## src/rtl/accum_alu.sv

```systemverilog
// Handshaked accumulator ALU: single-cycle add/sub/acc/load/read plus a WIDTH-step
// shift-add multiplier, with optional unsigned saturation and registered status flags.
module accum_alu #(
  parameter int unsigned WIDTH = 8,
  parameter bit          SAT   = 1'b0
) (
  input  logic             clk,
  input  logic             rst_n,
  input  logic             ena,
  input  logic             in_valid,
  output logic             in_ready,
  input  logic [2:0]       op,
  input  logic [WIDTH-1:0] a,
  input  logic [WIDTH-1:0] b,
  output logic             out_valid,
  input  logic             out_ready,
  output logic [WIDTH-1:0] result,
  output logic             carry,
  output logic             overflow,
  output logic             zero
);

  localparam int unsigned CW = $clog2(WIDTH);

  localparam logic [2:0] OpAdd  = 3'b000;
  localparam logic [2:0] OpSub  = 3'b001;
  localparam logic [2:0] OpAcc  = 3'b010;
  localparam logic [2:0] OpClr  = 3'b011;
  localparam logic [2:0] OpMul  = 3'b100;
  localparam logic [2:0] OpLoad = 3'b101;

  typedef enum logic [0:0] {StIdle, StMul} state_e;

  state_e               state_q, state_d;
  logic [WIDTH-1:0]     acc_q, acc_d;
  logic [2*WIDTH-1:0]   prod_q, prod_d;
  logic [2*WIDTH-1:0]   mcand_q, mcand_d;
  logic [WIDTH-1:0]     mplier_q, mplier_d;
  logic [CW-1:0]        cnt_q, cnt_d;
  logic                 out_valid_q, out_valid_d;
  logic [WIDTH-1:0]     result_q, result_d;
  logic                 carry_q, carry_d;
  logic                 overflow_q, overflow_d;

  logic                 accept, consume, mul_last, mul_hi;
  logic [WIDTH:0]       sum_ab, diff_ab, sum_acc;
  logic [WIDTH-1:0]     op_res, acc_new, mul_res;
  logic                 op_c, op_v;
  logic [2*WIDTH-1:0]   prod_step;

  always_ff @(posedge clk or negedge rst_n) begin
    if (!rst_n) begin
      state_q     <= StIdle;
      acc_q       <= '0;
      prod_q      <= '0;
      mcand_q     <= '0;
      mplier_q    <= '0;
      cnt_q       <= '0;
      out_valid_q <= 1'b0;
      result_q    <= '0;
      carry_q     <= 1'b0;
      overflow_q  <= 1'b0;
    end else begin
      state_q     <= state_d;
      acc_q       <= acc_d;
      prod_q      <= prod_d;
      mcand_q     <= mcand_d;
      mplier_q    <= mplier_d;
      cnt_q       <= cnt_d;
      out_valid_q <= out_valid_d;
      result_q    <= result_d;
      carry_q     <= carry_d;
      overflow_q  <= overflow_d;
    end
  end

  always_comb begin
    state_d = state_q;
    unique case (state_q)
      StIdle:  if (accept && op == OpMul) state_d = StMul;
      StMul:   if (ena && mul_last) state_d = StIdle;
      default: state_d = StIdle;
    endcase
  end

  always_comb begin
    in_ready  = ena && (state_q == StIdle) && (!out_valid_q || out_ready);
    out_valid = out_valid_q;
    result    = result_q;
    carry     = carry_q;
    overflow  = overflow_q;
    zero      = (result_q == '0);
  end

  assign accept  = in_valid && in_ready;
  assign consume = ena && out_valid_q && out_ready;

  // Single-cycle result; carry/overflow always come from the unsaturated value.
  always_comb begin
    sum_ab  = {1'b0, a} + {1'b0, b};
    diff_ab = {1'b0, a} - {1'b0, b};
    sum_acc = {1'b0, acc_q} + {1'b0, a};
    op_res  = acc_q;
    op_c    = 1'b0;
    op_v    = 1'b0;
    acc_new = acc_q;
    case (op)
      OpAdd: begin
        op_res = sum_ab[WIDTH-1:0];
        op_c   = sum_ab[WIDTH];
        op_v   = (a[WIDTH-1] == b[WIDTH-1]) && (sum_ab[WIDTH-1] != a[WIDTH-1]);
        if (SAT && op_c) op_res = '1;
      end
      OpSub: begin
        op_res = diff_ab[WIDTH-1:0];
        op_c   = diff_ab[WIDTH];
        op_v   = (a[WIDTH-1] != b[WIDTH-1]) && (diff_ab[WIDTH-1] != a[WIDTH-1]);
        if (SAT && op_c) op_res = '0;
      end
      OpAcc: begin
        op_res  = sum_acc[WIDTH-1:0];
        op_c    = sum_acc[WIDTH];
        op_v    = (acc_q[WIDTH-1] == a[WIDTH-1]) && (sum_acc[WIDTH-1] != acc_q[WIDTH-1]);
        if (SAT && op_c) op_res = '1;
        acc_new = op_res;
      end
      OpClr: begin
        op_res  = '0;
        acc_new = '0;
      end
      OpLoad: begin
        op_res  = a;
        acc_new = a;
      end
      default: op_res = acc_q;
    endcase
  end

  always_comb begin
    prod_step = prod_q + (mplier_q[0] ? mcand_q : '0);
    mul_hi    = |prod_step[2*WIDTH-1:WIDTH];
    mul_res   = (SAT && mul_hi) ? '1 : prod_step[WIDTH-1:0];
    mul_last  = (cnt_q == CW'(WIDTH - 1));
  end

  always_comb begin
    acc_d       = acc_q;
    prod_d      = prod_q;
    mcand_d     = mcand_q;
    mplier_d    = mplier_q;
    cnt_d       = cnt_q;
    out_valid_d = out_valid_q;
    result_d    = result_q;
    carry_d     = carry_q;
    overflow_d  = overflow_q;
    if (consume) out_valid_d = 1'b0;
    if (state_q == StIdle) begin
      if (accept) begin
        if (op == OpMul) begin
          mcand_d  = {{WIDTH{1'b0}}, a};
          mplier_d = b;
          prod_d   = '0;
          cnt_d    = '0;
        end else begin
          acc_d       = acc_new;
          result_d    = op_res;
          carry_d     = op_c;
          overflow_d  = op_v;
          out_valid_d = 1'b1;
        end
      end
    end else if (ena) begin
      prod_d   = prod_step;
      mcand_d  = mcand_q << 1;
      mplier_d = mplier_q >> 1;
      cnt_d    = cnt_q + CW'(1);
      if (mul_last) begin
        cnt_d       = '0;
        result_d    = mul_res;
        carry_d     = mul_hi;
        overflow_d  = mul_hi;
        out_valid_d = 1'b1;
      end
    end
  end

endmodule

```

## config.mk

```make
export PLATFORM = sky130hd
export DESIGN_NAME = accum_alu
export DESIGN_NICKNAME = d
export VERILOG_FILES = /design/src/rtl/accum_alu.sv
export SDC_FILE = /design/constraint.sdc
export NUM_CORES = 1
export LEC_CHECK = 0
export CAP_MARGIN = 20
export CORE_UTILIZATION = 40
export CTS_CLUSTER_SIZE = 30
export DETAILED_ROUTE_END_ITERATION = 10
export SETUP_SLACK_MARGIN = 0.5
export SLEW_MARGIN = 20
export SYNTH_ARGS = -nofsm -noshare
export SYNTH_HDL_FRONTEND = slang
export SYNTH_SLANG_ARGS = --single-unit
```

## constraint.sdc

```tcl
create_clock -name clk -period 2.4 [get_ports clk]
set_input_delay 0.24 -clock clk [delete_from_list [all_inputs] [get_ports clk]]
set_output_delay 0.24 -clock clk [all_outputs]
set_load 0.02 [all_outputs]
```

==> flow_summary.yaml <==
power_and_ir_drop:
  powerDensity_nw_per_um2: 982
  p_int_mw: 4.46
  p_switching_mw: 3.11
  ir_drop_v: 0.000631
  power_switching_share_pct: 41.1
  p_clk_share_pct: 15.7
  seqPwrFrac_pct: 24.9
  pwr-share-comb_pct: 59.4
  p_leak_nw: 3.52
sta:
  max_freq_mhz: 362
  worst_slack_ps: -359
  fin_crit_ps: 2760
  rsz0062_at_grt: "true"
  slew_violations: 0
  slew_headroom_pct: 59.2
  hold_viol: 0
  post-route-period-util_pct: 115
  setup_tns_ps: -1210
  setup_viol: 5
  worstMarginPinSlew_ps: 612
  fin_skew_ps: 6.52
route:
  drc_errors: 0
  num_vias: 5373
  drt-pass1-iter-count: 5
  routed_wl_um: 17400
  ant_nets: 0
  vias_per_cell: 5.55
  drt_iter0_markers: 253
  wl_per_cell_um: 18.0
grt:
  antenna_found_initial: 0
  grt_pass1_wl_um: 27700
  grtUsageTotal_pct: 27.1
  grt_pass1_vias: 5357
  grt_start_max_net_pins: 39
  grt_overflow: 0
synthesis:
  synth-adder-area-share_pct: 11.5
  syn-num-nets: 697
  seq_area_frac_synth_pct: 30.7
  synth-compound-area-share_pct: 24.2
  synth_edf_count: 0
  synthXorXnorAreaFrac_pct: 3.24
  ys_warn_count: 0
  postSynthCellCount: 628
  synth.area.mux_share_pct: 3.73
  post_synth_num_cell_types: 72
  synth-simple-area-share_pct: 22.5
  yosys_most_used_dff: "dfrtp_1"
  ys_seq_elements: 63
  syn_area_per_cell_um2: 8.18
  synth-async-reset-ratio_pct: 100
  synth_top_family_by_area: "compound AO/OA/AOI/OAI gates"
  syn-cell-area_um2: 5140
setup_path:
  cp_max_fo: 6
  crit_path_start_kind: "flop"
  worstSetupEndpoint: "overflow$_DFFE_PN0P_"
  critPathLaunch: "mplier_q[0]$_DFFE_PN0P_"
  cp.depth: 10
  path_cells: "and2_4 > ha_4 > fa_2 > a211oi_4 > o211ai_2 > a21oi_2 > mux2_1 > o31ai_1 > o31ai_2 > nand3_1"
  cp_top_family: "compound AO/OA/AOI/OAI gates"
  critPathKind: "flop to flop"
  r2r_cells: 10
  required_ps: 2660
  slowest_stage: "dfrtp_2"
  cpPeakStageDelay_ps: 430
  r2r_end: "overflow$_DFFE_PN0P_"
  r2r_start: "mplier_q[0]$_DFFE_PN0P_"
  cp_num_buf_inv: 0
  end_kind: "flop"
  arrival_ps: 3020
  regToRegSetupSlack_ps: -360
status:
  outcome: "finished with violations"
  violations: "setup timing"
cts:
  clk_pin_slew_ps: 60
  cts_sinks: 63
  clock-root-buffer: "clkbuf_16"
  cts_buffer_depth: 2
  tritoncts: "done"
  h-tree-depth: 3
  numCtsBuffers: 9
  clk-insertion-delay-late_ps: 330
job:
  cap_violations: 0
layout:
  nets: 861
  seq_area_um2: 1580
  insertedDiodeCount: 0
  multi_input_area_um2: 4040
  drive_gt1_share_pct: 35.8
  fin_util_pct: 61.3
  num-fill-cells: 1095
  area_delta_synth_final_pct: 50.1
floorplanning:
  ios: 37
  coreArea_um2: 12600
  initial_utilization_pct: 40.9
  die_x_um: 115
  rows: 41
  die_area_um2: 13300
  die_h_um: 115
placed_design:
  port_buffers: 36
  gp_congestion: 0.911
  dpl.hpwl_um: 13100
min_path:
  hold_path_class: "primary input to flop"
-- how the worst min path moves through the flow --
stage	depth (start not counted)	from	end
6_report	4	a[0]	mcand_q[0]$_DFFE_PN0P_
3_3_place_gp	1	rst_n	prod_q[10]$_DFFE_PN0P_
5_1_grt	4	a[0]	mcand_q[0]$_DFFE_PN0P_
3_5_place_dp	1	rst_n	prod_q[14]$_DFFE_PN0P_
2_1_floorplan	0	rst_n	acc_q[0]$_DFFE_PN0P_
4_1_cts	2	rst_n	prod_q[14]$_DFFE_PN0P_
-- worst register-to-register path: stages, from the launching register on --
cell and delay, ps:
dfrtp_2 430, and2_4 150, ha_4 160, fa_2 370, a211oi_4 250, o211ai_2 180, a21oi_2 280, mux2_1 350
o31ai_1 260, o31ai_2 150, nand3_1 120
-- final cells by class --
class	instances	area share, %
Timing Repair Buffer	185	19.8
Tap cell	172	2.79
Sequential cell	63	20.5
Multi-Input combinational cell	512	52.4
Inverter	21	1.02
Clock buffer	11	3.15
Clock inverter	4	0.292
-- Yosys cell counts (12+ instances only) --
library cell  number  area, um^2
nand2_1          100         375
dfrtp_1           63        1580
o21ai_0           57         285
ha_1              41         513
a21oi_1           37         185
nor2_1            35         131
nand3_1           29         145
clkbuf_1          23        86.3
and2_1            19         119
inv_1             19        71.3
mux2i_1           18         180
nor3_1            13        65.1
a31oi_1           12        75.1
-- routing by layer --
| metal | share of wire [%] | global-route usage (%) |
|---|---|---|
| met1 | 44 | 35.5 |
| met2 | 50 | 46.3 |
| met3 | 3.5 | 3.37 |
| met4 | 2.2 | 8.83 |
| met5 | 0 | 0 |
-- power by group through the flow --
stage | Sequential (mW) | Combinational [mW] | Clock, mW
2_1_floorplan | 1.86 | 2.09 | 0
3_3_place_gp | 1.85 | 3.61 | 0
3_5_place_dp | 1.86 | 3.69 | 0
4_1_cts | 1.87 | 4.10 | 1.21
5_1_grt | 1.94 | 4.89 | 1.27
6_report | 1.89 | 4.50 | 1.19
-- sequential cells by signal, indices dropped and copies added, names as in the netlist --
register,count
result,8
mplier_q,8
carry,1
state_q,1
out_valid,1
acc_q,8
cnt_q,3
prod_q,16
mcand_q,16
overflow,1
-- through the flow --
step	instances	power (mW)	hold WS [ps]	setup WS, ps	instance area (um^2)
after global placement	929	5.46	279	-385	6600
after detailed placement	929	5.55	285	-460	6600
after CTS	961	7.18	474	-306	7420
after floorplan	628	3.95	-55.6	-120	5200
after global routing	968	8.10	421	-439	7710
final	968	7.57	394	-359	7710
-- what timing repair did --
action                     CTS  global route
buffers inserted            16             7
hold endpoints to repair    25             0
setup endpoints to repair   28            40
gates resized for setup    108            59
hold buffers                 1             0
gates cloned                 0             0
pin swaps                   39            29
-- kinds of logic after synthesis --
family	count (synthesis)
mux	19
fa+ha+maj	45
buf+inv	53
xor+xnor	19
simple gates	240
compound gates	189
flops	63
-- placed cells by master (no fill, tap or decap), drive strengths merged, types with 5 or more instances in the layout --
| master | Yosys | layout |
|---|---|---|
| a211oi | 8 | 8 |
| a21o | 10 | 10 |
| a21oi | 38 | 38 |
| a31oi | 12 | 12 |
| and2 | 19 | 19 |
| and3 | 5 | 5 |
| buf | 8 | 150 |
| clkbuf | 24 | 13 |
| clkdlybuf4s50 | 0 | 21 |
| dfrtp | 63 | 63 |
| dlygate4sd2 | 0 | 10 |
| ha | 41 | 41 |
| inv | 20 | 20 |
| mux2i | 18 | 18 |
| nand2 | 100 | 100 |
| nand3 | 29 | 29 |
| nor2 | 35 | 35 |
| nor2b | 7 | 7 |
| nor3 | 15 | 15 |
| o211ai | 6 | 6 |
| o21a | 5 | 5 |
| o21ai | 60 | 60 |
| o31ai | 8 | 8 |
| or2 | 5 | 5 |
| xnor2 | 9 | 9 |
| xor2 | 10 | 10 |
No activity file was read; power rests on OpenSTA's default activity.
